$ cat src/rtl/address_sequencer.sv
`default_nettype none
// ============================================================================
// Module      : address_sequencer
// Description : Bus-cycle phase counter plus per-addressing-mode address step
//               sequencer. Every bus cycle (step) is four fclk long; sequencing
//               decisions are taken at the step boundary (the edge ending
//               q == 3). Each step drives a pair of address-byte source codes
//               and, in its q == 3 fclk, one-cycle strobes.
// Ports       : fclk          - sole clock, rising edge
//               resb          - synchronous active-low reset
//               start/amode   - sequence request and its addressing mode
//               rdy           - low at q == 3 repeats the current step
//               q, phi2       - phase counter, phi2 = q[1]
//               hmode_select  - high address byte source code
//               lmode_select  - low address byte source code
//               pc_inc, latch_a_en, latch_b_en, alu_add_req, alu_idx
//                             - step strobes (alu_idx: 0 = X, 1 = Y)
//               start_ack, done, busy, bad_mode - handshake / status
// Revision    : 1.0 - initial release
// ============================================================================
module address_sequencer (
  input  logic       fclk,
  input  logic       resb,
  input  logic       start,
  input  logic [2:0] amode,
  input  logic       rdy,
  output logic [1:0] q,
  output logic       phi2,
  output logic [2:0] hmode_select,
  output logic [2:0] lmode_select,
  output logic       pc_inc,
  output logic       latch_a_en,
  output logic       latch_b_en,
  output logic       alu_add_req,
  output logic       alu_idx,
  output logic       start_ack,
  output logic       done,
  output logic       busy,
  output logic       bad_mode
);

  // Sequencer states: IDLE or the index of the step in progress.
  localparam logic [1:0] ST_IDLE = 2'd0;
  localparam logic [1:0] ST_S0   = 2'd1;
  localparam logic [1:0] ST_S1   = 2'd2;
  localparam logic [1:0] ST_S2   = 2'd3;

  // Addressing modes.
  localparam logic [2:0] M_FETCH = 3'd0;
  localparam logic [2:0] M_ZP    = 3'd1;
  localparam logic [2:0] M_ZPX   = 3'd2;
  localparam logic [2:0] M_ABS   = 3'd3;
  localparam logic [2:0] M_ABSX  = 3'd4;
  localparam logic [2:0] M_ABSY  = 3'd5;
  localparam logic [2:0] M_STACK = 3'd6;
  localparam logic [2:0] M_BAD   = 3'd7;

  // Address byte source codes.
  localparam logic [2:0] H_PCH  = 3'b101;
  localparam logic [2:0] H_LA   = 3'b110;
  localparam logic [2:0] H_P01  = 3'b010;
  localparam logic [2:0] H_P00  = 3'b000;
  localparam logic [2:0] L_PCL  = 3'b101;
  localparam logic [2:0] L_LB   = 3'b110;
  localparam logic [2:0] L_SP   = 3'b010;
  localparam logic [2:0] L_ALU  = 3'b011;

  logic [1:0] r_q;
  logic [1:0] r_state;
  logic [2:0] r_mode;

  logic       w_adv;
  logic       w_last;
  logic       w_free;
  logic       w_take;
  logic [2:0] w_h;
  logic [2:0] w_l;
  logic       w_pc;
  logic       w_la;
  logic       w_lb;
  logic       w_alu;

  // A step only advances at the boundary with rdy high; reset in the same
  // cycle cancels any pulse so an aborted sequence never reports done.
  assign w_adv = (r_q == 2'd3) && rdy && resb;

  always_comb begin
    w_last = 1'b0;
    case (r_mode)
      M_FETCH, M_STACK: w_last = (r_state == ST_S0);
      M_ZP, M_ZPX:      w_last = (r_state == ST_S1);
      default:          w_last = (r_state == ST_S2);
    endcase
  end

  // A new request may be taken from IDLE or overlapped with the last step.
  assign w_free = (r_state == ST_IDLE) || w_last;
  assign w_take = w_adv && w_free && start;

  // Per-step select codes (held for the whole step) and strobe enables.
  always_comb begin
    w_h   = H_PCH;
    w_l   = L_PCL;
    w_pc  = 1'b0;
    w_la  = 1'b0;
    w_lb  = 1'b0;
    w_alu = 1'b0;
    case (r_state)
      ST_S0: begin
        if (r_mode == M_STACK) begin
          w_h = H_P01;
          w_l = L_SP;
        end else begin
          w_pc = 1'b1;
          w_lb = (r_mode != M_FETCH);
        end
      end
      ST_S1: begin
        if (r_mode == M_ZP) begin
          w_h = H_P00;
          w_l = L_LB;
        end else if (r_mode == M_ZPX) begin
          w_h   = H_P00;
          w_l   = L_ALU;
          w_alu = 1'b1;
        end else begin
          w_pc = 1'b1;
          w_la = 1'b1;
        end
      end
      ST_S2: begin
        w_h = H_LA;
        if (r_mode == M_ABS) begin
          w_l = L_LB;
        end else begin
          w_l   = L_ALU;
          w_alu = 1'b1;
        end
      end
      default: ;
    endcase
  end

  always_ff @(posedge fclk) begin
    if (!resb) begin
      r_q     <= 2'd0;
      r_state <= ST_IDLE;
      r_mode  <= M_FETCH;
    end else begin
      r_q <= r_q + 2'd1;
      if (w_adv) begin
        if (w_free) begin
          if (start && (amode != M_BAD)) begin
            r_state <= ST_S0;
            r_mode  <= amode;
          end else begin
            r_state <= ST_IDLE;
          end
        end else begin
          r_state <= r_state + 2'd1;
        end
      end
    end
  end

  assign q            = r_q;
  assign phi2         = r_q[1];
  assign hmode_select = w_h;
  assign lmode_select = w_l;
  assign busy         = (r_state != ST_IDLE);
  assign pc_inc       = w_adv && w_pc;
  assign latch_a_en   = w_adv && w_la;
  assign latch_b_en   = w_adv && w_lb;
  assign alu_add_req  = w_adv && w_alu;
  assign alu_idx      = busy && (r_mode == M_ABSY);
  assign done         = w_adv && busy && w_last;
  assign start_ack    = w_take;
  assign bad_mode     = w_take && (amode == M_BAD);

endmodule
`default_nettype wire

$ cat config.mk
export PLATFORM = sky130hd
export DESIGN_NAME = address_sequencer
export DESIGN_NICKNAME = d
export VERILOG_FILES = /design/src/rtl/address_sequencer.sv
export SDC_FILE = /design/constraint.sdc
export NUM_CORES = 1
export LEC_CHECK = 0
export ABC_CLOCK_PERIOD_IN_PS = 2060
export CAP_MARGIN = 0
export CORE_MARGIN = 2
export CORE_UTILIZATION = 39
export DETAILED_ROUTE_END_ITERATION = 8
export PLACE_DENSITY = 0.77
export REMOVE_ABC_BUFFERS = 1
export SETUP_SLACK_MARGIN = 0.02
export SYNTH_ARGS = -nofsm -noshare
export SYNTH_HDL_FRONTEND = slang
export SYNTH_SLANG_ARGS = --single-unit
$ cat constraint.sdc
create_clock -name fclk -period 2.06 [get_ports fclk]
set_input_delay 0.206 -clock fclk [delete_from_list [all_inputs] [get_ports fclk]]
set_output_delay 0.206 -clock fclk [all_outputs]
set_load 0.02 [all_outputs]
=== After elaboration in Yosys (flattened, before gate mapping) ===
Cells that the tools add are included.

* Register bits after elaboration: 7
* Bits of input ports: 7
* Output and inout port bits: 18
* Word-level logic and storage cells: 59

* Add/sub/neg operators: 2
* Equality and inequality tests: 11
* Multiplexer cells: 22
* Reductions and logical operators: 21

{| class="wikitable"
|+ Operators with widths
! cell !! number
|-
| two-way mux 3 bit || 6
|-
| case mux 3 bit (3 select lines) || 2
|-
| logical AND 1 bit || 13
|-
| two-way mux 1 bit || 10
|-
| == test 3 bit (second input constant) || 3
|-
| == test 2 bit (second input constant) || 3
|-
| == test 3 x 2 -> 1 bit (second input constant) || 2
|-
| case mux 1 bit (2 select lines) || 3
|-
| adder 2 x 1 -> 2 bit (second input constant) || 2
|-
| OR reduction 2 bit || 2
|-
| == test 3 x 1 -> 1 bit (second input constant) || 1
|-
| zero test 3 bit || 1
|-
| inequality test 3 bit (second input constant) || 1
|-
| AND reduction 3 bit || 1
|-
| nonzero test 3 bit || 1
|-
| == test 2 x 1 -> 1 bit (second input constant) || 1
|-
| zero test 2 bit || 1
|-
| two-way mux 2 bit || 1
|-
| nonzero test 2 bit || 1
|-
| logical OR 1 bit || 1
|}

=== Depth between registers and ports, before layout ===
Gate-level depths: netlist of run 1.

* Depth in word-level cells: 7
* Mapped depth: 8

=== Least setup slack after synthesis of run 1 ===
OpenSTA, ideal clock, no wires.

* Kind: reg-to-output
* From: register r_state[0]
* To: output port bad_mode
* Data arrival time: 1844 ps
* Data required time: 1854 ps
* Setup slack: 10 ps
* Stages on the path, launching flop included: 9
* Buffers on the path: 1
* Path through: dfxtp_1 -> inv_1 -> ha_1 -> buf_6 -> mux2_2 -> a211o_1 -> a31oi_4 -> or2_4 -> nor2_1

* Longest elaborated chain between the ends: 6
* Elaborated cells on any way between the ends: 9

{| class="wikitable"
|+ Ends and longest elaborated chain
! element !! line !! RTL
|-
| from (decl) || 69 || <nowiki>logic [1:0] r_state;</nowiki>
|-
| from (signal assigned) || 160 || <nowiki>r_state <= r_state + 2'd1;</nowiki>
|-
| == test 2 bit (tied with other cells) || 92 || <nowiki>default: w_last = (r_state == ST_S2);</nowiki>
|-
| case mux 1 bit (2 select lines) || 89 || <nowiki>case (r_mode)</nowiki>
|-
| logical OR 1 bit * || 97 || <nowiki>assign w_free = (r_state == ST_IDLE) || w_last;</nowiki>
|-
| logical AND 1 bit * (2 in a row) || 98 || <nowiki>assign w_take = w_adv && w_free && start;</nowiki>
|-
| logical AND 1 bit * || 178 || <nowiki>assign bad_mode = w_take && (amode == M_BAD);</nowiki>
|-
| to (decl) || 39 || <nowiki>output logic bad_mode</nowiki>
|}

Mark *: on every way between the ends. The rest lies on a longest branch, timed or not.

=== Worst setup path in the final report of run 1 ===
* From: register r_state[1]
* To: output port start_ack

* Longest elaborated chain between the ends: 5
* Elaborated cells on any way between the ends: 8

{| class="wikitable"
|+ Ends and longest elaborated chain
! element !! line !! RTL
|-
| == test 2 bit (tied with other cells) || 92 ||
|-
| case mux 1 bit (2 select lines) || 89 ||
|-
| logical OR 1 bit * || 97 ||
|-
| logical AND 1 bit * (2 in a row) || 98 ||
|-
| to (decl) || 36 || <nowiki>output logic start_ack,</nowiki>
|}

Marked as above.

==> flow_summary.json, run 1 <==
{
  "design.core.area_mm2": 0.00171,
  "synthesis.instances": 84,
  "placement_rows": 15,
  "cts-root-buf": "clkbuf_4",
  "synth-seq-cells": 7,
  "syn-mean-instance-area_um2": 8.30,
  "fraction_of_registers_with_async_set_reset_pct": 0,
  "placed_cells": 155,
  "htree_num_levels": 1,
  "worstMarginPinSlew_ns": 0.236,
  "totalPowerFinal_w": 0.000338,
  "worst_hold_slack_ns": 0.460,
  "max_clock_freq_mhz": 465,
  "initial_core_util_pct": 40.8,
  "die_height_um": 46.3,
  "fill_cell_count": 136,
  "clock_period_minus_worst_slack_ns": 2.15,
  "number_of_sinks_handled_by_clock_tree_synthesis": 7,
  "dieWidth_um": 46.3,
  "outcome": "finished with violations",
  "initial_antenna_violation_count": 0,
  "violated_checks": "setup timing",
  "register_area_share_after_synthesis_pct": 20.1,
  "drt_pre_antenna_iters": 3,
  "timing_hold_violations_final": 0,
  "layout.nets": 151,
  "postSynth.topFlopCell": "dfxtp_1",
  "worstRegToRegCells": 10,
  "synth_cell_types": 35,
  "detailedPlacementHpwl_um": 1630,
  "skew_ns": 0.000960,
  "grt_pass1_wl_um": 3210,
  "source_to_sink_clock_delay_at_the_later_pin_of_the_worst_skew_pair_ns": 0.24,
  "cts.hold.buffers_added": 0,
  "cts_buffer_depth": 2,
  "final.setup.tns_ns": -0.423,
  "synth-edff-count": 0,
  "n_antenna_cell": 0,
  "timing.final.ws_setup_ns": -0.0916,
  "syn_to_final_growth_pct": 75.0,
  "drt-wirelength-per-cell_um": 13.2,
  "detail_route.wirelength_um": 2140,
  "leakage_nw": 0.557,
  "final_number_of_max_transition_violations": 0,
  "cts_buffers": 3,
  "tritoncts": "done",
  "finalSetupViolations": 5,
  "cp-start-kind": "flop",
  "detailroute.via_count": 818,
  "ys_warn_count": 0,
  "path_clk_slew_ns": 0.05,
  "routed_via_density": 5.05,
  "die-area_mm2": 0.00214,
  "grt_max_degree": 11,
  "min_delay_path_depth": 1,
  "power.density_cell_area_mw_per_mm2": 277,
  "synth.cell_area_um2": 697,
  "cp_max_fo": 3,
  "first_global_vias": 821,
  "hold_class": "flop to flop",
  "maxSlewHeadroom_pct": 84.1,
  "layout-drive-gt1-share_pct": 51.1,
  "criticalPathCategory": "flop to output port",
  "critical_path.endpoint_type": "output port",
  "fin_crit_share_pct": 104,
  "fin_util_pct": 71.4,
  "initialDrtViolationCount": 7,
  "io-pin-count": 25,
  "remaining_routing_drc_violations": 0,
  "peakVddDrop_v": 0.000361,
  "overflow": 0,
  "instances_no_fill": 162,
  "gr-usage-all-layers_pct": 20.6,
  "rsz0062_at_grt": "yes",
  "gp_congestion": 0.866,
  "antenna_violating_nets_post_route": 0,
  "max_cap_violations": 0,
  "timing.critical_path.required_ns": 1.85,
  "cp.arrival_ns": 1.95,
  "buffer_ports.inserted": 24
}
==> Yosys cell counts (all sizes together) (4+ instances only) <==
| cell type | instances | area share, % |
|---|---|---|
| dfxtp | 7 | 20 |
| nand2 | 7 | 3.8 |
| ha | 6 | 11 |
| o21ai | 6 | 4.3 |
| a211oi | 5 | 5.4 |
| buf | 5 | 7.0 |
| nor2b | 5 | 4.5 |
| a21oi | 4 | 2.9 |
| inv | 4 | 2.2 |
| nand3 | 4 | 2.9 |
==> per-stage QoR <==
| step | instance area, um2 | setup WS [ns] |
|---|---|---|
| global route | 1220 | -0.143 |
| floorplan | 644 | 0.0372 |
| detailed placement | 1130 | -0.288 |
| finish | 1220 | -0.0916 |
| CTS | 1150 | -0.0597 |
| global placement | 1130 | -0.245 |
==> report_power, final <==
group / internal [W] / switching, W / leakage, nW
logic: 0.0000408 / 0.0000339 / 0.484
registers: 0.000139 / 0.00000408 / 0.0588
clock network: 0.0000737 / 0.0000467 / 0.0150
==> registers in the layout, indices dropped and copies added, names as in the netlist <==
name     flops
r_mode       3
q            2
r_state      2
==> layout by cell type (no fill, tap or decap), types with 3 or more instances in the layout <==
master and count:
dlygate4sd2_1 4, buf_4 32, clkdlybuf4s50_1 9, ha_1 3, dfxtp_1 4, clkbuf_4 3
and3_1 3, buf_6 4, clkbuf_2 4, a211oi_1 4, o21ai_0 3, nand3_1 4
o221a_2 3, a21oi_1 3, nand2_1 7, nor2b_1 4
==> kinds of logic (layout without fill, tap and decap cells) <==
| logic type | Yosys count | count (layout) | synth area share (%) |
|---|---|---|---|
| compound gates | 25 | 25 | 27.5 |
| xor+xnor | 1 | 1 | 1.26 |
| fa+ha+maj | 6 | 6 | 10.8 |
| buf+inv | 10 | 63 | 9.69 |
| flops | 7 | 7 | 20.1 |
| mux | 3 | 3 | 4.49 |
| simple gates | 32 | 32 | 26.2 |
==> layout make-up <==
cell class / count / area (um2) / share of cell area, %
clock buffers: 4 / 26.3 / 2.15
inverters: 4 / 15.0 / 1.23
multi-input cells: 67 / 561 / 45.9
flip-flops and latches: 7 / 146 / 12.0
well taps: 25 / 31.3 / 2.56
repair buffers: 55 / 440 / 36.1
==> final timing paths <==
path	from	to	slack (ns)
worst min-delay path	q[0]	q[0]	0.46
worst min register to register	q[0]	q[0]	0.46
worst max register to register	r_state[1]	r_mode[0]	-0.08
worst max-delay path	r_state[1]	start_ack	-0.09
==> worst max-delay path: stages (launching register included) <==
cell and delay (ns):
dfxtp_2 0.33, buf_6 0.12, ha_4 0.15, mux2_2 0.25, a211o_1 0.33, a31oi_4 0.20
or2_4 0.16, inv_1 0.05, buf_6 0.12
==> layer usage <==
layer  vias to the layer above  global-route usage (%)  routed length, um  part of all wire (%)
met1                       374                    19.1                824                    38
met5                         -                       0                  0                     0
met3                         4                    3.92                106                   4.9
met4                         0                    7.43                 23                   1.1
met2                        28                    42.5               1190                    55
li1                        412                       -                  -                     -
==> what timing repair did <==
action | 4_1_cts | 5_1_grt
pin swaps | 4 | 4
resized for setup | 44 | 37
gates cloned | 0 | 0
setup buffers | 1 | 2
endpoints found under the setup margin | 15 | 13
Note: power is estimated with default switching activity, not from simulation.
==> inputs of run 2 (changes only) <==
- GPL_TIMING_DRIVEN: unset -> 0
- TNS_END_PERCENT: unset -> 20
==> flow_summary.json, run 2 (synthesis gave the netlist of run 1 again) <==
{
  "gp_congestion": 0.764,
  "cp-start-kind": "flop",
  "hold_path.startpoint": "q[0]",
  "io-pin-count": 25,
  "cts_buffers": 3,
  "routed_via_density": 5.17,
  "buffer_ports.inserted": 24,
  "cp_slowest_cell": "dfxtp_4",
  "gr-usage-all-layers_pct": 17.4,
  "syn_to_final_growth_pct": 51.2,
  "die_height_um": 46.3,
  "initialDrtViolationCount": 5,
  "design.core.area_mm2": 0.00171,
  "netSwitchingPower_w": 0.0000800,
  "cts-root-buf": "clkbuf_4",
  "layout.cells.most_common_list": "clkdlybuf4s50_1, nand2_1, dlygate4sd2_1, buf_4",
  "detailedPlacementHpwl_um": 1210,
  "skew_ns": 0.000456,
  "layout.cells.most_common": "clkdlybuf4s50_1",
  "die-area_mm2": 0.00214,
  "leakage_nw": 0.473,
  "regToRegEndpoint": "r_mode[0]",
  "outcome": "finished with violations",
  "p_clk_share_pct": 36.8,
  "timing_hold_violations_final": 0,
  "placement_rows": 15,
  "max_clock_freq_mhz": 471,
  "timing.final.ws_setup_ns": -0.0630,
  "detail_route.wirelength_um": 1710,
  "layout-drive-gt1-share_pct": 34.8,
  "cp_top_family": "compound AO/OA/AOI/OAI gates",
  "fill_cell_count": 165,
  "final_number_of_max_transition_violations": 0,
  "critical_path.endpoint_type": "output port",
  "initial_core_util_pct": 40.8,
  "worstRegToRegCells": 8,
  "maxSlewHeadroom_pct": 81.7,
  "timing.critical_path.required_ns": 1.85,
  "initial_antenna_violation_count": 0,
  "criticalPathCategory": "flop to output port",
  "share_seq_of_total_power_pct": 44.0,
  "fin_crit_share_pct": 103,
  "totalPowerFinal_w": 0.000323,
  "power.combinational.fraction_pct": 19.2,
  "number_of_buffers_and_inverters_on_the_critical_path": 2,
  "worstMarginPinSlew_ns": 0.270,
  "power.density_cell_area_mw_per_mm2": 306,
  "clock_period_minus_worst_slack_ns": 2.12,
  "finalSetupViolations": 2,
  "path_clk_slew_ns": 0.05,
  "tritoncts": "done",
  "flip_flop_count_of_the_largest_register_all_copies_and_words_added": 3,
  "crit_start": "r_state[0]",
  "number_of_sinks_handled_by_clock_tree_synthesis": 7,
  "registers.top_by_ff_count": "r_mode",
  "critical_path.cell_chain": "inv_4 -> ha_4 -> mux2_4 -> a211o_1 -> a31oi_4 -> or2_4 -> nor2_1 -> buf_2",
  "layout.nets": 126,
  "drt-wirelength-per-cell_um": 12.5,
  "rsz0062_at_grt": "yes",
  "n_antenna_cell": 0,
  "cts.hold.buffers_added": 0,
  "peakVddDrop_v": 0.000305,
  "max_cap_violations": 0,
  "worstSetupEndpoint": "bad_mode",
  "first_global_vias": 664,
  "hold_class": "flop to flop",
  "grt_pass1_wl_um": 2750,
  "worstReg2RegStart": "r_state[0]",
  "antenna_violating_nets_post_route": 0,
  "remaining_routing_drc_violations": 0,
  "sw_frac_of_total_pct": 24.8,
  "cp_max_fo": 5,
  "cp.arrival_ns": 1.92,
  "critical_path_depth": 8,
  "critPathMaxStageDelay_ns": 0.38,
  "htree_num_levels": 1,
  "r2r_setup_slack_ns": 0.16,
  "internal-power_w": 0.000243,
  "post-place-ws_ns": -0.630,
  "detailroute.via_count": 708,
  "cts_buffer_depth": 2,
  "dieWidth_um": 46.3,
  "grt_max_degree": 14,
  "overflow": 0,
  "source_to_sink_clock_delay_at_the_later_pin_of_the_worst_skew_pair_ns": 0.24,
  "drt_pre_antenna_iters": 4,
  "violated_checks": "setup timing"
}
[run 2: worst min-delay path by stage]
stage / end / slack (ns) / cells past startpoint
2_1_floorplan: q[1] / 0.33 / 1
3_3_place_gp: q[0] / 0.44 / 1
3_5_place_dp: q[0] / 0.45 / 1
4_1_cts: q[0] / 0.46 / 1
5_1_grt: r_mode[2] / 0.47 / 2
6_report: q[0] / 0.45 / 1
[run 2: what timing repair did]
action	in CTS	in global routing
gates resized for setup	41	16
setup endpoints to repair	18	10
buffers inserted	6	0
pin swaps	5	0
[run 2: final cells by class]
type	instances	area (um2)	share of cell area, %
tap	25	31.3	2.97
clock buffer	4	26.3	2.49
sequential	7	154	14.6
timing repair buffer	30	275	26.1
inverter	4	20.0	1.90
multi-input combinational	67	547	51.9
[run 2: stage by stage]
stage               area [um2]  cells  setup TNS [ns]  hold slack (ns)  utilization [%]
CTS                       1030    137          -0.241            0.459             60.1
global route              1050    137          -0.423            0.472             61.7
floorplan                  644     78               0            0.328                -
detailed placement         916    127           -2.85            0.447             53.6
global placement           916    127           -2.44            0.441             53.6
finish                    1050    137          -0.104            0.454             61.7
[run 2: power by group through the flow]
| stage | Combinational (W) | Clock (W) | Sequential, W |
|---|---|---|---|
| floorplan | 0.0000184 | 0 | 0.000154 |
| global placement | 0.0000584 | 0 | 0.000147 |
| detailed placement | 0.0000598 | 0 | 0.000147 |
| CTS | 0.0000612 | 0.000125 | 0.000143 |
| global route | 0.0000661 | 0.000135 | 0.000143 |
| finish | 0.0000618 | 0.000119 | 0.000142 |
[run 2: metal layers]
layer / part of all wire, % / track usage [%]
met3: 5.4 / 2.35
met5: 0 / 0
met1: 42 / 19.0
met4: 0 / 6.29
met2: 52 / 33.3
==> inputs of run 3 (changes only) <==
- CORE_UTILIZATION: 39 -> 41
- DONT_BUFFER_PORTS: unset -> 1
- PLACE_DENSITY: 0.77 -> 0.6
==> flow_summary.json, run 3 (synthesis gave the netlist of run 1 again) <==
{
  "outcome": "complete, no violations",
  "criticalPathCategory": "flop to output port",
  "source_to_sink_clock_delay_at_the_later_pin_of_the_worst_skew_pair_ns": 0.25,
  "detailroute.via_count": 623,
  "peakVddDrop_v": 0.000283,
  "fin_crit_share_pct": 99.7,
  "hold_class": "input pin to flop",
  "antenna_violating_nets_post_route": 0,
  "detailed_place.area_um2": 664,
  "drt_pre_antenna_iters": 4,
  "top_usage_layer": "met2",
  "remaining_routing_drc_violations": 0,
  "final_area_um2": 813,
  "initial_antenna_violation_count": 0,
  "drt-wirelength-per-cell_um": 14.8,
  "max_cap_violations": 0,
  "critical_path.endpoint_type": "output port",
  "finalSetupViolations": 0,
  "cp.arrival_ns": 1.85,
  "initial_core_util_pct": 45.2,
  "die-area_mm2": 0.00205,
  "number_of_sinks_handled_by_clock_tree_synthesis": 7,
  "multiInputGateArea_um2": 561,
  "layout.nets": 100,
  "register_area_um2": 156,
  "grt_use_met3_pct": 8.40,
  "layout.cells.most_common": "nand2_1",
  "routed_via_density": 6.11,
  "globalRouteMet1Util_pct": 20.0,
  "cp_max_fo": 7,
  "grt_max_degree": 14,
  "detail_route.wirelength_um": 1510,
  "timing_hold_violations_final": 0,
  "htree_num_levels": 1,
  "cp-start-kind": "flop",
  "max_clock_freq_mhz": 487,
  "detailedPlacementHpwl_um": 1040,
  "path_clk_slew_ns": 0.05,
  "buffer_ports.inserted": 0,
  "dieWidth_um": 45.2,
  "timing.final.ws_setup_ns": 0.00638,
  "n_antenna_cell": 0,
  "syn_to_final_growth_pct": 16.7,
  "tritoncts": "done",
  "flip_flop_count_of_the_largest_register_all_copies_and_words_added": 3,
  "timing.critical_path.required_ns": 1.85,
  "design.core.area_mm2": 0.00154,
  "overflow": 0,
  "gr-usage-all-layers_pct": 17.7,
  "io-pin-count": 25,
  "initialDrtViolationCount": 11,
  "grt_pass1_wl_um": 2580,
  "die_height_um": 45.2,
  "post-place-ws_ns": -0.242,
  "gp_congestion": 0.728,
  "worstMarginPinSlew_ns": 0.629,
  "maxSlewHeadroom_pct": 57.6,
  "cts_buffers": 3,
  "totalPowerFinal_w": 0.000299,
  "final.setup.tns_ns": 0,
  "placement_rows": 14,
  "first_global_vias": 584,
  "skew_ns": 0.00140,
  "cts_buffer_depth": 2,
  "leakage_nw": 0.298,
  "final_number_of_max_transition_violations": 0,
  "fill_cell_count": 158,
  "registers.top_by_ff_count": "r_mode",
  "clock_period_minus_worst_slack_ns": 2.05,
  "layout-drive-gt1-share_pct": 45.3,
  "met2_usage_pct": 29.4,
  "power.density_cell_area_mw_per_mm2": 367,
  "rsz0062_at_grt": "yes",
  "worst_hold_slack_ns": 0.0824,
  "cts-root-buf": "clkbuf_4"
}
run 3: cell types whose count changed in the layout (fill, tap and decap cells not counted), moves of 2 or more:
cell / delta
dfxtp_2: +2
a211oi_1: -2
clkdlybuf4s50_1: -9
dlygate4sd2_1: -6
dlymetal6s2s_1: -4
buf_4: -2
buf_2: -2
a211oi_2: +2
dfxtp_1: -2
run 3: worst paths after layout:
check,startpoint,to,slack (ns),cells after the start
max,r_state[1],bad_mode,0.006,7
min,resb,q[1],0.08,1
max reg2reg,r_state[1],r_mode[1],0.12,8
min reg2reg,q[0],q[0],0.49,1
run 3: per-stage QoR:
stage | cells | util [%]
floorplan | 78 | -
global placement | 94 | 43.1
detailed placement | 94 | 43.1
CTS | 102 | 50.8
global route | 102 | 52.8
finish | 102 | 52.8
run 3: cell type report:
class                   instances  area share [%]
inverters                       4            2.46
multi-input cells              67            68.9
clock buffers                   4            3.23
flip-flops and latches          7            19.2
well taps                      16            2.46
repair buffers                  4            3.69
run 3: metal layers:
| layer | vias to the layer above | part of all wire, % |
|---|---|---|
| met3 | 2 | 7.6 |
| met5 | - | 0 |
| met4 | 0 | 0.27 |
| li1 | 313 | - |
| met2 | 19 | 48 |
| met1 | 289 | 44 |
run 3: timing repair:
action | 4_1_cts | 5_1_grt
buffers inserted | 4 | 0
pin swaps | 3 | 0
gates resized for setup | 21 | 10
hold buffers | 0 | 0
setup endpoints to repair | 11 | 7
run 3: worst max-delay path, cell delays in order, from the launching register on:
cell and delay (ns):
dfxtp_4 0.38, inv_4 0.05, ha_4 0.18, mux2_2 0.26, a211o_1 0.31, a31oi_4 0.18, or2_4 0.17, nor2_2 0.07
run 3: power by group:
| group | switching [W] | internal [W] |
|---|---|---|
| Combinational | 0.0000139 | 0.0000109 |
| Clock | 0.0000488 | 0.0000738 |
| Sequential | 0.0000128 | 0.000139 |
==> variant: new RTL, settings of run 2 <==
Add an input register stage for `amode`; this delays it by one clock. The other inputs are not delayed to match.
--- a/src/rtl/address_sequencer.sv
+++ b/src/rtl/address_sequencer.sv
@@ -65,4 +65,10 @@
   localparam logic [2:0] L_SP   = 3'b010;
   localparam logic [2:0] L_ALU  = 3'b011;
+
+  logic [2:0] amode_q;
+
+  always_ff @(posedge fclk) begin
+    amode_q <= amode;
+  end
 
   logic [1:0] r_q;
@@ -151,7 +157,7 @@
       if (w_adv) begin
         if (w_free) begin
-          if (start && (amode != M_BAD)) begin
+          if (start && (amode_q != M_BAD)) begin
             r_state <= ST_S0;
-            r_mode  <= amode;
+            r_mode  <= amode_q;
           end else begin
             r_state <= ST_IDLE;
@@ -176,5 +182,5 @@
   assign done         = w_adv && busy && w_last;
   assign start_ack    = w_take;
-  assign bad_mode     = w_take && (amode == M_BAD);
+  assign bad_mode     = w_take && (amode_q == M_BAD);
 
 endmodule
Formal check against the unedited RTL: not equivalent (a bounded check fails within 4 cycles, from zero or initial values).
==> variant against run 2 <==
The run still ends with negative setup slack left. Design area up 11%. Worst setup slack better by 0.049 ns. Synthesized area increased by 12%. Sequential power is 46% higher. Total power up 35%. Sequential cell count rose by 3. Routed wire length rose by 21%. Critical path depth is 2 lower. Die area up 11%.
==> variant: results (changes against run 2) <==
- Status: complete, but fails checks
- Failing checks: negative setup slack
- Cell Area, Placed: 0.00101 mm² (+10%)
- DP Wirelength: 1480 µm (+23%)
- Sw Ratio: 23.0% (-1.8 points)
- Dpl cells: 141 (+11%)
- Hold crit path type: in -> reg
- Measured slew at the worst slew-check pin: 0.326 ns (+0.0554 ns)
- Detail Route met3 WL: 140 µm (+52%)
- Worst slack, placed: -0.514 ns (+0.116 ns)
- Pwr dens: 373 mW/mm² (+22%)
- Met3 GRT Util: 2.15% (-0.21 points)
- Crit-path slowest cell: o311a_4
- First-pass GRT wire length: 3290 µm (+20%)
- Sequential power share: 47.5% (+3.5 points)
- Drt wl/cell: 13.5 µm (+8.6%)
- Worst EP arrival: 1.87 ns (-0.05 ns)
- XOR/XNOR share of the synthesized area: 1.12% (-0.14 points)
- Endpoints failing setup: 1 (-1)
- Clock transition at path regs: 0.07 ns (+0.02 ns)
- Post-synthesis mux area share: 2.72% (-1.8 points)
- Clock latency on the worst-skew pair: 0.26 ns (+0.02 ns)
- Worst ir drop on vdd: 0.455 mV (+49%)
- Fin Hold WS: 0.384 ns (-0.0703 ns)
- Leak: 0.510 nW (+8.0%)
- Combinational power share: 12.5% (-6.7 points)
- GRT Util Overall: 17.1% (-0.30 points)
- Skew final: 0.00514 ns (+0.00468 ns)
- Final setup margin: -0.0143 ns (+0.0488 ns)
- Layout cell share with drive strength beyond 1: 31.0% (-3.9 points)
- Internal reg-to-reg setup slack: 0.35 ns (+0.19 ns)
- End of the worst hold path: amode_q[1]$_DFF_P_
- Final Non-Filler Cells: 153 (+12%)
- Fillcell total: 190 (+15%)
- Syn Inst Count: 95 (+13%)
variant: changes by cell type after synthesis, sizes merged, moves of 3 or more:
| cell | before | now |
|---|---|---|
| nand2 | 7 | 13 |
| a21oi | 4 | 8 |
| inv | 4 | 8 |
| a211oi | 5 | 1 |
| dfxtp | 7 | 10 |
variant: area by class of cell:
cell class / instances / share of cell area, %
multi-input cells: 72 / 49.9
repair buffers: 32 / 23.2
flip-flops and latches: 10 / 18.1
clock buffers: 4 / 3.11
well taps: 27 / 2.90
inverters: 8 / 2.79
variant: stage by stage:
stage | setup TNS [ns] | util, %
3_5_place_dp | -2.02 | 52.5
3_3_place_gp | -1.50 | 52.5
5_1_grt | -0.155 | 60.7
6_report | -0.0143 | 60.7
2_1_floorplan | -0.0137 | -
4_1_cts | -0.0704 | 56.1
variant: what timing repair did:
action,CTS,global route
gates cloned,0,0
setup buffers,2,6
setup endpoints to repair,14,7
pin swaps,4,2
gates resized for setup,39,16
